**config.mk**
```make
export PLATFORM = sky130hd
export DESIGN_NAME = fetch_queue_flat
export DESIGN_NICKNAME = d
export VERILOG_FILES = /design/src/rtl/frontend_pkg.sv /design/src/rtl/fetch_queue_if.sv /design/src/rtl/fetch_queue_align.sv /design/src/rtl/fetch_queue_chk.sv /design/src/rtl/fetch_queue.sv /design/src/flat_wrapper.sv
export SDC_FILE = /design/constraint.sdc
export NUM_CORES = 1
export LEC_CHECK = 0
export BUFFER_PORTS_ARGS = -buffer_cell sky130_fd_sc_hd__buf_2
export CORE_MARGIN = 2
export CORE_UTILIZATION = 47
export CTS_BUF_LIST = sky130_fd_sc_hd__clkbuf_4 sky130_fd_sc_hd__clkbuf_8 sky130_fd_sc_hd__clkbuf_16
export DETAILED_ROUTE_END_ITERATION = 12
export PLACE_DENSITY = 0.65
export SKIP_CTS_REPAIR_TIMING = 1
export SYNTH_ARGS = -nofsm -noshare
export SYNTH_HDL_FRONTEND = slang
export SYNTH_HIERARCHICAL = 1
export SYNTH_SLANG_ARGS = --single-unit
export TNS_END_PERCENT = 5
```
**constraint.sdc**
```tcl
create_clock -name core_clock_i -period 6.45 [get_ports core_clock_i]
set_input_delay 1.29 -clock core_clock_i [delete_from_list [all_inputs] [get_ports core_clock_i]]
set_output_delay 1.29 -clock core_clock_i [all_outputs]
set_load 0.02 [all_outputs]
```
**src/rtl/frontend_pkg.sv**
```systemverilog
// Frontend-wide constants and width helpers shared by the fetch queue and its neighbours.
package frontend_pkg;

  localparam int INSTR_W     = 32;
  localparam int EXCP_CODE_W = 4;

  // Width able to express any slot count 0..fetch_width.
  function automatic int take_w(input int fetch_width);
    return $clog2(fetch_width + 1);
  endfunction

  function automatic int off_w(input int fetch_width);
    return (fetch_width > 1) ? $clog2(fetch_width) : 1;
  endfunction

endpackage

```
**src/rtl/fetch_queue_if.sv**
```systemverilog
// Icache-side push bus and decode-side pop bus of the fetch queue.
interface fetch_queue_if #(
  parameter int FETCH_WIDTH = 2,
  parameter int PC_W        = 30,
  parameter int META_W      = 36
) ();

  localparam int TAKE_W = frontend_pkg::take_w(FETCH_WIDTH);

  logic                                            in_valid_i;
  logic                                            in_busy_o;
  logic [PC_W-1:0]                                 in_pc_i;
  logic [frontend_pkg::INSTR_W*FETCH_WIDTH-1:0]    in_instr_i;
  logic [FETCH_WIDTH-1:0]                          in_mask_i;
  logic                                            in_excp_vld_i;
  logic [frontend_pkg::EXCP_CODE_W-1:0]            in_excp_code_i;
  logic [META_W-1:0]                               in_meta_i;

  logic                                            out_valid_o;
  logic [PC_W-1:0]                                 out_pc_o;
  logic [frontend_pkg::INSTR_W*FETCH_WIDTH-1:0]    out_instr_o;
  logic [FETCH_WIDTH-1:0]                          out_mask_o;
  logic                                            out_excp_vld_o;
  logic [frontend_pkg::EXCP_CODE_W-1:0]            out_excp_code_o;
  logic [META_W-1:0]                               out_meta_o;
  logic [TAKE_W-1:0]                               out_take_i;

  modport slave (
    input  in_valid_i, in_pc_i, in_instr_i, in_mask_i, in_excp_vld_i, in_excp_code_i, in_meta_i,
    input  out_take_i,
    output in_busy_o,
    output out_valid_o, out_pc_o, out_instr_o, out_mask_o, out_excp_vld_o, out_excp_code_o, out_meta_o
  );

  modport master (
    output in_valid_i, in_pc_i, in_instr_i, in_mask_i, in_excp_vld_i, in_excp_code_i, in_meta_i,
    output out_take_i,
    input  in_busy_o,
    input  out_valid_o, out_pc_o, out_instr_o, out_mask_o, out_excp_vld_o, out_excp_code_o, out_meta_o
  );

endinterface

```
**src/rtl/fetch_queue_align.sv**
```systemverilog
// Head-entry realignment: shifts the undelivered slots down to slot 0 and reports how many remain.
module fetch_queue_align import frontend_pkg::*; #(
  parameter int FETCH_WIDTH = 2,
  parameter int PC_W        = 30,
  parameter int TAKE_W      = take_w(FETCH_WIDTH),
  parameter int OFF_W       = off_w(FETCH_WIDTH)
) (
  input  logic [INSTR_W*FETCH_WIDTH-1:0] instr_i,
  input  logic [FETCH_WIDTH-1:0]         mask_i,
  input  logic [PC_W-1:0]                pc_i,
  input  logic [OFF_W-1:0]               off_i,
  output logic [INSTR_W*FETCH_WIDTH-1:0] instr_o,
  output logic [FETCH_WIDTH-1:0]         mask_o,
  output logic [PC_W-1:0]                pc_o,
  output logic [TAKE_W-1:0]              rem_o
);

  logic [FETCH_WIDTH-1:0] mask_sh_s;
  logic [TAKE_W-1:0]      rem_s;

  // Slot shift by the head offset; slots shifted in from beyond the bundle read as empty.
  always_comb begin
    instr_o   = '0;
    mask_sh_s = '0;
    for (int i = 0; i < FETCH_WIDTH; i++) begin
      if (i + int'(off_i) < FETCH_WIDTH) begin
        instr_o[i*INSTR_W +: INSTR_W] = instr_i[(i + int'(off_i))*INSTR_W +: INSTR_W];
        mask_sh_s[i]                  = mask_i[i + int'(off_i)];
      end else begin
        instr_o[i*INSTR_W +: INSTR_W] = '0;
        mask_sh_s[i]                  = 1'b0;
      end
    end
  end

  // Remaining-slot count and the contiguous mask rebuilt from it.
  always_comb begin
    rem_s  = '0;
    mask_o = '0;
    for (int i = 0; i < FETCH_WIDTH; i++) begin
      rem_s = rem_s + TAKE_W'(mask_sh_s[i]);
    end
    for (int i = 0; i < FETCH_WIDTH; i++) begin
      mask_o[i] = (i < int'(rem_s));
    end
  end

  assign rem_o = rem_s;
  assign pc_o  = pc_i + PC_W'(off_i);

endmodule

```
**src/rtl/fetch_queue_chk.sv**
```systemverilog
// Protocol checker: decode must never take more slots than the head bundle still holds.
module fetch_queue_chk #(
  parameter int TAKE_W = 2
) (
  input logic              clk,
  input logic              rst_n,
  input logic              flush,
  input logic              valid,
  input logic [TAKE_W-1:0] take,
  input logic [TAKE_W-1:0] rem
);

  // Over-take or take from an empty queue (ignored on a flush cycle, where take has no effect).
  a_take_legal: assert property (@(posedge clk) disable iff (!rst_n || flush)
    (take != '0) |-> (valid && (take <= rem)));

endmodule

```
**src/rtl/fetch_queue.sv**
```systemverilog
// DEPTH-entry flop-based queue of fetch bundles with partial consumption and slot realignment.
module fetch_queue import frontend_pkg::*; #(
  parameter int FETCH_WIDTH = 2,
  parameter int DEPTH       = 4,
  parameter int PC_W        = 30,
  parameter int META_W      = 36,
  localparam int COUNT_W    = $clog2(DEPTH + 1)
) (
  input  logic               core_clock_i,
  input  logic               core_reset_ni,
  input  logic               flush_i,
  output logic [COUNT_W-1:0] count_o,
  fetch_queue_if.slave       fq
);

  localparam int PTR_W  = $clog2(DEPTH);
  localparam int TAKE_W = take_w(FETCH_WIDTH);
  localparam int OFF_W  = off_w(FETCH_WIDTH);

  typedef struct packed {
    logic [PC_W-1:0]                pc;
    logic [INSTR_W*FETCH_WIDTH-1:0] instr;
    logic [FETCH_WIDTH-1:0]         mask;
    logic                           excp_vld;
    logic [EXCP_CODE_W-1:0]         excp_code;
    logic [META_W-1:0]              meta;
  } entry_t;

  entry_t             entry_q [DEPTH];
  entry_t             entry_d [DEPTH];
  entry_t             new_entry_s;
  entry_t             head_s;
  logic [PTR_W-1:0]   wptr_q, wptr_d, rptr_q, rptr_d;
  logic [COUNT_W-1:0] count_q, count_d;
  logic [OFF_W-1:0]   off_q, off_d;

  logic               busy_s, valid_s, push_s, pop_s, adv_s;
  logic [TAKE_W-1:0]  rem_s;
  logic [FETCH_WIDTH-1:0] al_mask_s;

  assign head_s  = entry_q[rptr_q];
  assign busy_s  = (count_q == COUNT_W'(DEPTH));
  assign valid_s = (count_q != '0);

  fetch_queue_align #(
    .FETCH_WIDTH (FETCH_WIDTH),
    .PC_W        (PC_W),
    .TAKE_W      (TAKE_W),
    .OFF_W       (OFF_W)
  ) u_align (
    .instr_i (head_s.instr),
    .mask_i  (head_s.mask),
    .pc_i    (head_s.pc),
    .off_i   (off_q),
    .instr_o (fq.out_instr_o),
    .mask_o  (al_mask_s),
    .pc_o    (fq.out_pc_o),
    .rem_o   (rem_s)
  );

  // Push/consume decode; empty bundles without an exception are dropped at the door.
  always_comb begin
    push_s = fq.in_valid_i && !busy_s && !flush_i && ((|fq.in_mask_i) || fq.in_excp_vld_i);
    pop_s  = valid_s && (fq.out_take_i != '0) && (fq.out_take_i == rem_s);
    adv_s  = valid_s && (fq.out_take_i != '0) && (fq.out_take_i < rem_s);
    new_entry_s.pc        = fq.in_pc_i;
    new_entry_s.instr     = fq.in_instr_i;
    new_entry_s.mask      = fq.in_excp_vld_i ? FETCH_WIDTH'(1) : fq.in_mask_i;
    new_entry_s.excp_vld  = fq.in_excp_vld_i;
    new_entry_s.excp_code = fq.in_excp_code_i;
    new_entry_s.meta      = fq.in_meta_i;
  end

  // Storage write port.
  always_comb begin
    for (int i = 0; i < DEPTH; i++) begin
      entry_d[i] = (push_s && (wptr_q == PTR_W'(i))) ? new_entry_s : entry_q[i];
    end
  end

  // Pointer, occupancy and head-offset update; flush overrides push and take.
  always_comb begin
    wptr_d  = wptr_q;
    rptr_d  = rptr_q;
    count_d = count_q;
    off_d   = off_q;
    if (flush_i) begin
      wptr_d  = '0;
      rptr_d  = '0;
      count_d = '0;
      off_d   = '0;
    end else begin
      wptr_d  = push_s ? (wptr_q + PTR_W'(1)) : wptr_q;
      rptr_d  = pop_s ? (rptr_q + PTR_W'(1)) : rptr_q;
      count_d = count_q + COUNT_W'(push_s) - COUNT_W'(pop_s);
      if (pop_s) begin
        off_d = '0;
      end else if (adv_s) begin
        off_d = off_q + OFF_W'(fq.out_take_i);
      end else begin
        off_d = off_q;
      end
    end
  end

  // State registers with synchronous active-low reset.
  always_ff @(posedge core_clock_i) begin
    if (!core_reset_ni) begin
      wptr_q  <= '0;
      rptr_q  <= '0;
      count_q <= '0;
      off_q   <= '0;
      for (int i = 0; i < DEPTH; i++) begin
        entry_q[i] <= '0;
      end
    end else begin
      wptr_q  <= wptr_d;
      rptr_q  <= rptr_d;
      count_q <= count_d;
      off_q   <= off_d;
      for (int i = 0; i < DEPTH; i++) begin
        entry_q[i] <= entry_d[i];
      end
    end
  end

  assign count_o            = count_q;
  assign fq.in_busy_o       = busy_s;
  assign fq.out_valid_o     = valid_s;
  assign fq.out_mask_o      = valid_s ? al_mask_s : '0;
  assign fq.out_excp_vld_o  = head_s.excp_vld;
  assign fq.out_excp_code_o = head_s.excp_code;
  assign fq.out_meta_o      = head_s.meta;

  fetch_queue_chk #(.TAKE_W(TAKE_W)) u_chk (
    .clk   (core_clock_i),
    .rst_n (core_reset_ni),
    .flush (flush_i),
    .valid (valid_s),
    .take  (fq.out_take_i),
    .rem   (rem_s)
  );

endmodule

```
**src/flat_wrapper.sv**
```systemverilog
// flat-port wrapper written by rule: the top's interface ports become plain ports
module fetch_queue_flat import frontend_pkg::*;
#(
  parameter int FETCH_WIDTH = 2,
  parameter int DEPTH       = 4,
  parameter int PC_W        = 30,
  parameter int META_W      = 36,
  localparam int COUNT_W    = $clog2(DEPTH + 1)
)
  (core_clock_i, core_reset_ni, flush_i, count_o, fq_in_valid_i, fq_in_pc_i, fq_in_instr_i, fq_in_mask_i, fq_in_excp_vld_i, fq_in_excp_code_i, fq_in_meta_i, fq_out_take_i, fq_in_busy_o, fq_out_valid_o, fq_out_pc_o, fq_out_instr_o, fq_out_mask_o, fq_out_excp_vld_o, fq_out_excp_code_o, fq_out_meta_o);
  fetch_queue_if #(.FETCH_WIDTH(FETCH_WIDTH), .PC_W(PC_W), .META_W(META_W)) fq_i ();
  input  logic core_clock_i;
  input  logic core_reset_ni;
  input  logic flush_i;
  output logic [COUNT_W-1:0] count_o;
  input wire logic [$bits(fq_i.in_valid_i)-1:0] fq_in_valid_i;
  input wire logic [$bits(fq_i.in_pc_i)-1:0] fq_in_pc_i;
  input wire logic [$bits(fq_i.in_instr_i)-1:0] fq_in_instr_i;
  input wire logic [$bits(fq_i.in_mask_i)-1:0] fq_in_mask_i;
  input wire logic [$bits(fq_i.in_excp_vld_i)-1:0] fq_in_excp_vld_i;
  input wire logic [$bits(fq_i.in_excp_code_i)-1:0] fq_in_excp_code_i;
  input wire logic [$bits(fq_i.in_meta_i)-1:0] fq_in_meta_i;
  input wire logic [$bits(fq_i.out_take_i)-1:0] fq_out_take_i;
  output wire logic [$bits(fq_i.in_busy_o)-1:0] fq_in_busy_o;
  output wire logic [$bits(fq_i.out_valid_o)-1:0] fq_out_valid_o;
  output wire logic [$bits(fq_i.out_pc_o)-1:0] fq_out_pc_o;
  output wire logic [$bits(fq_i.out_instr_o)-1:0] fq_out_instr_o;
  output wire logic [$bits(fq_i.out_mask_o)-1:0] fq_out_mask_o;
  output wire logic [$bits(fq_i.out_excp_vld_o)-1:0] fq_out_excp_vld_o;
  output wire logic [$bits(fq_i.out_excp_code_o)-1:0] fq_out_excp_code_o;
  output wire logic [$bits(fq_i.out_meta_o)-1:0] fq_out_meta_o;
  assign fq_i.in_valid_i = fq_in_valid_i;
  assign fq_i.in_pc_i = fq_in_pc_i;
  assign fq_i.in_instr_i = fq_in_instr_i;
  assign fq_i.in_mask_i = fq_in_mask_i;
  assign fq_i.in_excp_vld_i = fq_in_excp_vld_i;
  assign fq_i.in_excp_code_i = fq_in_excp_code_i;
  assign fq_i.in_meta_i = fq_in_meta_i;
  assign fq_i.out_take_i = fq_out_take_i;
  assign fq_in_busy_o = fq_i.in_busy_o;
  assign fq_out_valid_o = fq_i.out_valid_o;
  assign fq_out_pc_o = fq_i.out_pc_o;
  assign fq_out_instr_o = fq_i.out_instr_o;
  assign fq_out_mask_o = fq_i.out_mask_o;
  assign fq_out_excp_vld_o = fq_i.out_excp_vld_o;
  assign fq_out_excp_code_o = fq_i.out_excp_code_o;
  assign fq_out_meta_o = fq_i.out_meta_o;
  fetch_queue #(.FETCH_WIDTH(FETCH_WIDTH), .DEPTH(DEPTH), .PC_W(PC_W), .META_W(META_W)) u_core (.core_clock_i(core_clock_i), .core_reset_ni(core_reset_ni), .flush_i(flush_i), .count_o(count_o), .fq(fq_i));
endmodule
```
* Word level (Yosys, flattened, before mapping)
Memories as Yosys holds them, arrays and structs flattened. A register that Yosys moved wholly into a read port is not among the register bits.
Index checks and enable logic that the tools add are counted.
Widths: inputs -> output; s select.
** Operators by class
- Add/subtract/negate cells :: 8
- Bitwise operators :: 5
- Divide/modulo/power cells :: 0
- Reductions and logical operators :: 23
- $mul :: 0
- Shifts and indexed selects :: 2
- Magnitude comparators :: 7
- Eq/ne operators :: 9
- Multiplexer cells :: 23
** Operator list (count)
- $mux 137 :: 8
- $mux 32 :: 2
- $shiftx 64x32->32 :: 1
- $shiftx 64x7->32 :: 1
- $lt 32x3->1 const B :: 1
- $add 30x1->30 :: 1
- $logic_and 1x1->1 :: 10
- $mux 1 :: 9
- $mux 2 :: 4
- $reduce_and 2->1 :: 4
- $add 2x1->2 const B :: 2
- $eq 2x2->1 const B :: 2
- $lt 1x2->1 const A :: 2
- $lt 1x2->1 const B :: 2
- $ne 1x1->1 const B :: 4
- $or 1x1->1 :: 4
- $reduce_or 2->1 :: 2
- $add 3x1->3 :: 1
- $eq 3x3->1 const B :: 1
- $reduce_bool 3->1 :: 1
- $reduce_or 3->1 :: 1
- $sub 3x1->3 :: 1
- $add 1x1->2 :: 1
- $add 1x1->2 const A :: 1
- other kinds (10) :: 11
** Storage, ports and cells
- Input bits :: 143
- Register bits :: 8
- Bits in latches :: 0
- Bits in read-only memories :: 0
- Output and inout bits :: 142
- Logic and storage cells :: 82
- Memories kept :: 1
- RAM bits :: 548
** Memories
- u_core.entry_q :: words 4, bits a word 137, read ports 1, clocked after memory_dff 1, write ports 4, line fetch_queue.sv:29 : entry_t entry_q [DEPTH];

* Logic depth before layout (Yosys ltp)
Gate-level depths: netlist (run 1).
- Depth in word-level cells :: 10
- Mapped depth :: 17

* Cells and area by module
The synthesis (run 1) kept the hierarchy.
** By module, submodules not included
- fetch_queue :: area an instance 24481.0 um^2, cells each 1444, instances 1
- fetch_queue_align :: area an instance 1277.5 um^2, cells each 164, instances 1

* Worst setup path after synthesis (run 1)
OpenSTA, ideal clock, no wires.
- Kind :: input port to flip-flop
- Start :: input port flush_i
- End :: memory u_core/entry_q[0][0] (netlist bit) (enable)
- Cell stages on the path :: 5
- Buffers on the path :: 2
- Setup time :: 0.501 ns
- Setup slack :: 0.966 ns
- Arrival time :: 4.983 ns
- Cells stage by stage :: nor4b_2 -> buf_4 -> clkbuf_1 -> nand2_1 -> nand2_1
** RTL lines
- from (decl) :: line flat_wrapper.sv:14 : input logic flush_i;
- to (decl) :: line fetch_queue.sv:29

==> results of run 1 <==
-- worst reg2reg max path, cell delays in order, from the launching register on --
cell	delay, ps
dfxtp_4	920
buf_4	640
mux4_2	400
mux2i_1	290
inv_1	80
ha_1	210
inv_1	60
ha_1	230
o211ai_1	170
nor2_1	110
ha_1	290
inv_1	40
ha_1	180
fa_1	380
xnor2_1	180
nor2_1	50
-- metrics by stage --
stage	instances	util	setup WS, ps
2_1_floorplan	1608	-	966
3_5_place_dp	2466	0.507	1920
6_report	2580	0.543	1340
4_1_cts	2576	0.543	1270
3_3_place_gp	2466	0.507	1960
5_1_grt	2579	0.543	1060
-- placed cells by master, fill, tap and decap left out, types with 3 or more instances in the layout --
cell       netlist  layout
nand2b_1         3       3
xor2_1           4       4
buf_4           45      20
clkinv_2         0       9
buf_12           0       4
and3_4           0       4
nand2_1         21      17
xnor2_1         29      29
nand2_4          0       4
clkbuf_16        0      59
clkinv_1         0      12
bufinv_16        0       6
dfxtp_4          0       3
nand4_1          9       9
and3_1          12       8
edfxtp_1       548     548
mux4_2         137     137
and2_1         541     541
ha_1            13      13
nor2_1          18      18
mux2_2          32      32
nand3_1         13      13
inv_1           13      13
and4_1           8       8
clkbuf_4         0      17
diode_2          0       4
dfxtp_1         10       7
buf_2           19     284
nor2b_1         33      33
-- report_power, final --
| group | switching, mW | internal [mW] |
|---|---|---|
| combinational | 0.345 | 0.206 |
| sequential | 0.0408 | 4.14 |
| clock | 1.37 | 2.01 |
| total | 1.76 | 6.36 |
-- metal layers --
| metal | share of wire | global-route usage |
|---|---|---|
| met5 | 0.0021 | 0 |
| met4 | 0.018 | 0.0470 |
| met3 | 0.060 | 0.0474 |
| met2 | 0.50 | 0.358 |
| met1 | 0.42 | 0.278 |
-- synth_stat cells --
cell	instances	share of area
edfxtp_1	548	0.64
and2_1	541	0.13
mux4_2	137	0.12
buf_4	45	0.013
nor2b_1	33	0.0080
mux2_2	32	0.014
clkbuf_1	31	0.0045
xnor2_1	29	0.0099
clkbuf_2	28	0.0054
buf_6	22	0.0096
nand2_1	21	0.0031
buf_2	19	0.0037
nor2_1	18	0.0026
ha_1	13	0.0063
inv_1	13	0.0019
nand3_1	13	0.0025
and3_1	12	0.0029
dfxtp_1	10	0.0078
nand4_1	9	0.0022
and4_1	8	0.0027
xor2_1	4	0.0014
nand2b_1	3	0.00073
nand4b_1	2	0.00068
nor3_1	2	0.00039
a211o_1	1	0.00034
a21oi_1	1	0.00019
buf_1	1	0.00015
fa_1	1	0.00078
mux2i_1	1	0.00039
nand4_4	1	0.00083
nor3_4	1	0.00063
nor3b_1	1	0.00029
nor3b_2	1	0.00049
nor4_4	1	0.00083
nor4b_2	1	0.00058
o211ai_1	1	0.00029
o21ai_0	1	0.00019
o31ai_1	1	0.00029
or4_1	1	0.00029
-- state kept, by name, summed over array words and instances, names as in the netlist, named ones only --
name	cells
u_core/rptr_q	2
u_core/entry_q	548
u_core/count_o	3
u_core/off_q	1
u_core/wptr_q	2
-- logic make-up after synthesis --
group,Yosys count,synth area share
fa+ha+maj,14,0.00709
simple gates,669,0.161
mux,170,0.134
flops,558,0.647
compound gates,5,0.00131
xor+xnor,33,0.0112
buf+inv,159,0.0384
-- final cells by class --
type | instances | share of cell area
Antenna cell | 4 | 0.000341
Clock buffer | 78 | 0.0556
Clock inverter | 32 | 0.0106
Inverter | 13 | 0.00166
Multi-Input combinational cell | 891 | 0.278
Sequential cell | 558 | 0.568
Tap cell | 696 | 0.0297
Timing Repair Buffer | 308 | 0.0563
-- path summary, 6_finish.rpt --
check,startpoint,end,slack (ps),cells past startpoint
max,flip-flop,fq_out_pc_o[29],1340,7
min,u_core/rptr_q[1],flip-flop,530,2
max reg2reg,flip-flop,u_core/count_o[2],2090,15
min reg2reg,u_core/rptr_q[1],flip-flop,530,2
==> out/metrics.yaml, run 1 <==
start_util: 0.477
num_vias: 13900
port_buffers: 284
vias_per_cell: 5.40
critical_path_buf_inv_count: 1
die_x_um: 238
place_area_um2: 27400
grt_remaining_overflow: 0
antenna_found_initial: 17
post_synth_num_cell_types: 39
final_area_um2: 29400
ios: 285
ant_nets: 0
pwr_density_cell_nw_per_um2: 276
cts_made_buffers: 59
ys_ff_latch: 558
die-area_um2: 56700
critPathSlowestCell: "dfxtp_4"
clockBufferDepth: 3
drive_above_1_share: 0.314
rsz0062_at_grt: "false"
crit_chain: "mux4_2, ha_1, nand2_1, nor4_4, nand4_1, xnor2_1, buf_2"
area_growth_pct: 14.0
drv_slew: 0
grt_pass1_wl_um: 89200
yosys_warnings: 6
cp-start-kind: "flip-flop"
die_h_um: 238
hold_path.class: "flip-flop to flip-flop"
cts_tree: "done"
setup_violations: 0
grt_max_degree: 72
syn_inst: 1608
p_leak_nw: 11.2
seq_area_frac_synth: 0.647
cp_top_family: "simple AND/OR/NAND/NOR gates"
final.setup.tns_ps: 0
hpwl_um: 33700
fin_nets: 1988
drt-initial-drc-count: 867
clock_skew_ps: 15.6
syn_area_per_cell_um2: 16.0
num_rows: 85
insertion_delay_ps: 600
cp.required_ps: 5160
finalHoldViolCount: 0
max-vdd-ir-drop_uv: 226
period_share: 0.792
cap_violations: 0
syn_area_um2: 25800
root_buffer: "clkbuf_16"
synthesis.nets: 1765
clkSlewWorstSetupHoldPaths_ps: 50
worst_pin_slew_ps: 1060
grtUsageTotal: 0.211
drt_wl_total_um: 59400
avgRoutedWirePerCell_um: 23.0
fmax_ghz: 0.196
whs_ps: 525
finalPower_mw: 8.11
gp_congestion: 0.790
crit_type: "flip-flop to output port"
core_region_area_um2: 54000
max_slew_margin: 0.296
outcome: "completed"
first_global_vias: 14800
timing.critical_path.fanout_max: 53
cp-end-kind: "output port"
multi_input_area_um2: 8160
drtPass1Iterations: 4
critical_path_arrival_ps: 3820
period_minus_slack_ps: 5110
final-seq-area_um2: 16700
htreeDepth: 2
slowest_delay_ps: 920
clkSinkCount: 558
drc: 0
fillers: 4446
(Power assumes the default switching activity.)
==> run 2: changes to the inputs <==
==> constraint.sdc (replaced) <==
create_clock -name core_clock_i -period 5.1 [get_ports core_clock_i]
set_input_delay 1.02 -clock core_clock_i [delete_from_list [all_inputs] [get_ports core_clock_i]]
set_output_delay 1.02 -clock core_clock_i [all_outputs]
set_load 0.02 [all_outputs]
==> run 2 against run 1 <==
Sequential cell count is the same. Sequential power grew 26%. Worst hold slack lost 3.3 ps. Non-clock buffer count shrank 2. Clock power grew 22%. Core utilization is essentially flat. Wire length shrank 0.86%. Highest routed layer unchanged.
==> out/metrics.yaml, run 2 (same netlist as run 1, synthesis figures left out) <==
num_vias: 13800  # -0.77%
grt_remaining_overflow: 0  # unchanged
setup_violations: 0  # unchanged
ios: 285  # unchanged
finalHoldViolCount: 0  # unchanged
fmax_ghz: 0.217
crit_chain: "mux4_2, ha_1, nand2_1, nor4_4, nand4_1, xnor2_1, buf_2"
slowest_delay_ps: 800  # -120 ps
drt-initial-drc-count: 853  # -1.6%
place_area_um2: 27500  # +0.25%
p_leak_nw: 11.2  # -0.15%
pre_cts_ws_ps: 1110  # -813 ps
drc: 0  # unchanged
critPathSlowestCell: "nor4_4"
die_h_um: 238  # unchanged
ant_nets: 0  # unchanged
max-vdd-ir-drop_uv: 272  # +21%
drtPass1Iterations: 5  # +1
critical_path_arrival_ps: 3590  # -230 ps
root_buffer: "clkbuf_16"
avgRoutedWirePerCell_um: 22.8  # -0.90%
final.setup.tns_ps: 0  # unchanged
insertion_delay_ps: 610  # about the same
final_common_cell: "edfxtp_1"
worst_pin_slew_ps: 955  # -101 ps
cts_tree: "done"
cp-start-kind: "flip-flop"
cts_made_buffers: 60  # +1.7%
utilization: 0.543  # about the same
cap_violations: 0  # unchanged
grt_max_degree: 82  # +14%
r2r_setup_slack_ps: 1260  # -830 ps
whs_ps: 522  # -3.30 ps
cp-end-kind: "output port"
clock_skew_ps: 15.0  # -0.504 ps
hold_path.class: "flip-flop to flip-flop"
htreeDepth: 2  # unchanged
area_growth_pct: 14.0  # about the same
period_minus_slack_ps: 4610
grt_pass1_wl_um: 88000  # -1.4%
fin_nets: 1987  # -0.050%
die_x_um: 238  # unchanged
critical_path_buf_inv_count: 1  # unchanged
clkSlewWorstSetupHoldPaths_ps: 60  # about the same
cp_top_family: "simple AND/OR/NAND/NOR gates"
final_cell_mix: "edfxtp_1, and2_1, buf_2"
drv_slew: 0  # unchanged
drt_wl_total_um: 58900  # -0.86%
crit_type: "flip-flop to output port"
top_register: "u_core/entry_q"
drive_above_1_share: 0.312  # -0.00249
period_share: 0.904
max_slew_margin: 0.364  # +0.0673
largest_reg_flops: 548  # unchanged
timing.critical_path.fanout_max: 30  # -43%
clkSinkCount: 558  # unchanged
rsz0062_at_grt: "false"
hp-start: "u_core/rptr_q[1]"
antenna_found_initial: 12  # -5
clockBufferDepth: 3  # unchanged
outcome: "completed"
start_util: 0.477  # unchanged
vias_per_cell: 5.36  # -0.81%
final_area_um2: 29400  # about the same
port_buffers: 284  # unchanged
pwr_density_cell_nw_per_um2: 345  # +25%
die-area_um2: 56700  # unchanged
first_global_vias: 14500  # -2.3%
grtUsageTotal: 0.209  # -0.00193
fin_ws_ps: 491  # -852 ps
num_rows: 85  # unchanged
gp_congestion: 0.811  # +2.6%
cp.required_ps: 4080  # -1080 ps
hpwl_um: 33600  # -0.40%
core_region_area_um2: 54000  # unchanged
## run 2: cell count changes in the layout (fill, tap and decap cells not counted), moves of 3 or more
cell       delta
bufinv_16     -3
buf_4         -8
buf_12        +6
clkinv_1      +4
clkbuf_4      -5
clkinv_2      +6
## run 2: path summary, 6_finish.rpt
path / end / cells past startpoint
max: fq_out_pc_o[29] / 7
min: flip-flop / 2
max reg2reg: u_core/count_o[2] / 14
min reg2reg: flip-flop / 2
## run 2: power breakdown
| group | switching [mW] | total [mW] | internal (mW) |
|---|---|---|---|
| Sequential | 0.0495 | 5.28 | 5.23 |
| Combinational | 0.439 | 0.704 | 0.264 |
| Clock | 1.76 | 4.15 | 2.39 |
## run 2: worst min-delay path, stage by stage, from the launching register on
cell,delay (ps)
dfxtp_1,320
xnor2_1,110
nor2_1,50
## run 2: area by class of cell
class                   instances  area, um^2
fillers                      4454       24700
flip-flops and latches        558       16700
multi-input cells             891        8170
repair buffers                306        1710
clock buffers                  73        1620
well taps                     696         871
clock inverters                38         262
inverters                      13        48.8
diodes                          6        15.0
## run 2: per-layer routing
metal  vias up  GRT usage  routed length, um
met5         -          0                 95
met4        16     0.0458                950
met3        91     0.0481               3300
met2       344      0.356              29700
met1      7079      0.275              24900
li1       6304          -                  -
## run 2: metrics by stage
step	power, mW	instances
2_1_floorplan	5.83	1608
3_3_place_gp	6.07	2464
3_5_place_dp	6.09	2464
4_1_cts	10.2	2575
5_1_grt	10.5	2577
6_report	10.1	2581
==> run 3: changes to the inputs <==
--- a/config.mk
+++ b/config.mk
@@ -11,6 +11,7 @@
 export CTS_BUF_LIST = sky130_fd_sc_hd__clkbuf_4 sky130_fd_sc_hd__clkbuf_8 sky130_fd_sc_hd__clkbuf_16
 export DETAILED_ROUTE_END_ITERATION = 12
 export PLACE_DENSITY = 0.65
+export RECOVER_POWER = 100
 export SKIP_CTS_REPAIR_TIMING = 1
 export SYNTH_ARGS = -nofsm -noshare
 export SYNTH_HDL_FRONTEND = slang
==> run 3 against run 2 <==
Sequential cell count is the same. Critical path depth is 3 lower. Critical path type unchanged. Power decreased by 0.26%. Sequential share of layout area grew 0.60 points. Register-to-register slack worse by 820 ps. The flow now finishes with violations (capacitance limit, slew limit). Worst hold slack about the same. Cell count hardly changed. Setup slack worse by 240 ps. Largest power group unchanged. Largest cell class unchanged. Non-clock buffer count unchanged. Combinational power decreased by 4.3%. Final area fell by 1.0%. Clock skew grew 4.7 ps.
==> out/metrics.yaml, run 3 (same netlist as run 1, synthesis figures left out) <==
outcome: "finished with violations"
violations: "capacitance limit, slew limit"
crit_chain: "clkbuf_2, buf_2, mux4_2, clkbuf_1"
avgRoutedWirePerCell_um: 22.8  # +0.13%
cap_violations: 8  # +8
largest_reg_flops: 548  # unchanged
die_x_um: 238  # unchanged
grt_pass1_wl_um: 88000  # unchanged
slowest_delay_ps: 960  # +160 ps
fin_nets: 1987  # unchanged
ios: 285  # unchanged
r2r-start: "u_core/count_o[1]"
antenna_found_initial: 11  # -1
pre_cts_ws_ps: 1110  # unchanged
top_register: "u_core/entry_q"
drv_slew: 485  # +485
cts_made_buffers: 60  # unchanged
p_leak_nw: 10.5  # -5.8%
worst_pin_slew_ps: 2670  # +1710 ps
htreeDepth: 2  # unchanged
core_region_area_um2: 54000  # unchanged
num_vias: 13800  # -0.12%
cp.required_ps: 4080  # about the same
fin_ws_ps: 247  # -244 ps
drt_wl_total_um: 59000  # +0.17%
hold_path.class: "flip-flop to flip-flop"
ant_nets: 0  # unchanged
crit_type: "flip-flop to output port"
finalHoldViolCount: 0  # unchanged
fillers: 4549  # +2.1%
period_minus_slack_ps: 4850  # +244 ps
cp-end-kind: "output port"
cp-endpoint: "fq_out_meta_o[21]"
area_growth_pct: 12.8
drtPass1Iterations: 4  # -1
grt_remaining_overflow: 0  # unchanged
num_rows: 85  # unchanged
final_common_cell: "edfxtp_1"
timing.critical_path.fanout_max: 36  # +20%
period_share: 0.952  # +0.0478
setup_violations: 0  # unchanged
port_buffers: 284  # unchanged
clockBufferDepth: 3  # unchanged
die-area_um2: 56700  # unchanged
cts_tree: "done"
drt-initial-drc-count: 814  # -4.6%
multi_input_area_um2: 8120  # -0.66%
grtUsageTotal: 0.209  # unchanged
r2r_setup_slack_ps: 440  # -820 ps
final-seq-area_um2: 16700  # unchanged
first_global_vias: 14500  # unchanged
clock_skew_ps: 19.7  # +4.68 ps
clkSlewWorstSetupHoldPaths_ps: 60  # about the same
max-vdd-ir-drop_uv: 274  # +0.61%
drc: 0  # unchanged
clkSinkCount: 558  # unchanged
cp-start-kind: "flip-flop"
max_slew_margin: -0.779  # -1.14
vias_per_cell: 5.35  # -0.16%
critical_path_arrival_ps: 3830  # +240 ps
gp_congestion: 0.811  # unchanged
fmax_ghz: 0.206  # -5.0%
start_util: 0.477  # unchanged
insertion_delay_ps: 620  # about the same
rr_worst_depth: 6  # -8
rsz0062_at_grt: "false"
r2r_end: "u_core/entry_q[1][89]"
critPathSlowestCell: "clkbuf_2"
root_buffer: "clkbuf_16"
drive_above_1_share: 0.239  # -0.0724
pwr_density_cell_nw_per_um2: 348  # +0.78%
utilization: 0.538  # -0.00565
grt_max_degree: 82  # unchanged
die_h_um: 238  # unchanged
final_cell_mix: "edfxtp_1, and2_1, and2_0"
hpwl_um: 33600  # unchanged
-- run 3: critical path, delay by kind of cell, from the launching register on --
kind     cells  cell delay (ps)
buf+inv      3             2040
mux          1              460
flops        1              620
-- run 3: report_power, final --
part | total (mW) | leakage, nW | internal [mW] | switching [mW]
logic | 0.674 | 3.80 | 0.234 | 0.441
registers | 5.29 | 5.78 | 5.24 | 0.0492
clock network | 4.14 | 0.948 | 2.39 | 1.75
total | 10.1 | 10.5 | 7.87 | 2.24
-- run 3: worst min-delay path by stage --
stage / from / cells after the start / slack [ps] / to
CTS: u_core/rptr_q[1] / 2 / 520 / flip-flop
detailed placement: u_core/rptr_q[1] / 2 / 520 / flip-flop
global route: u_core/rptr_q[1] / 2 / 530 / flip-flop
floorplan: u_core/rptr_q[1] / 2 / 490 / flip-flop
global placement: u_core/rptr_q[1] / 2 / 520 / flip-flop
finish: u_core/rptr_q[1] / 2 / 520 / flip-flop
-- run 3: cell type report --
type | count | area share
flip-flops and latches | 558 | 0.574
multi-input cells | 891 | 0.279
clock buffers | 73 | 0.0556
repair buffers | 306 | 0.0502
well taps | 696 | 0.0300
clock inverters | 38 | 0.00900
inverters | 13 | 0.00168
diodes | 7 | 0.000603
-- run 3: metal layers --
layer / part of all wire / track usage / up-vias
met3: 0.060 / 0.0481 / 85
li1: - / - / 6290
met2: 0.51 / 0.356 / 384
met5: 0.0015 / 0 / -
met1: 0.42 / 0.275 / 7044
met4: 0.016 / 0.0458 / 14
-- run 3: per-stage QoR --
| step | std cells | setup TNS (ps) | power (mW) | area [um^2] | hold slack (ps) |
|---|---|---|---|---|---|
| after floorplan | 1608 | -46670 | 5.83 | 25800 | 490 |
| after global placement | 2464 | 0 | 6.07 | 27500 | 519 |
| after detailed placement | 2464 | 0 | 6.09 | 27500 | 519 |
| after CTS | 2575 | 0 | 10.2 | 29300 | 524 |
| after global routing | 2577 | 0 | 10.4 | 29000 | 535 |
| final | 2582 | 0 | 10.1 | 29100 | 522 |
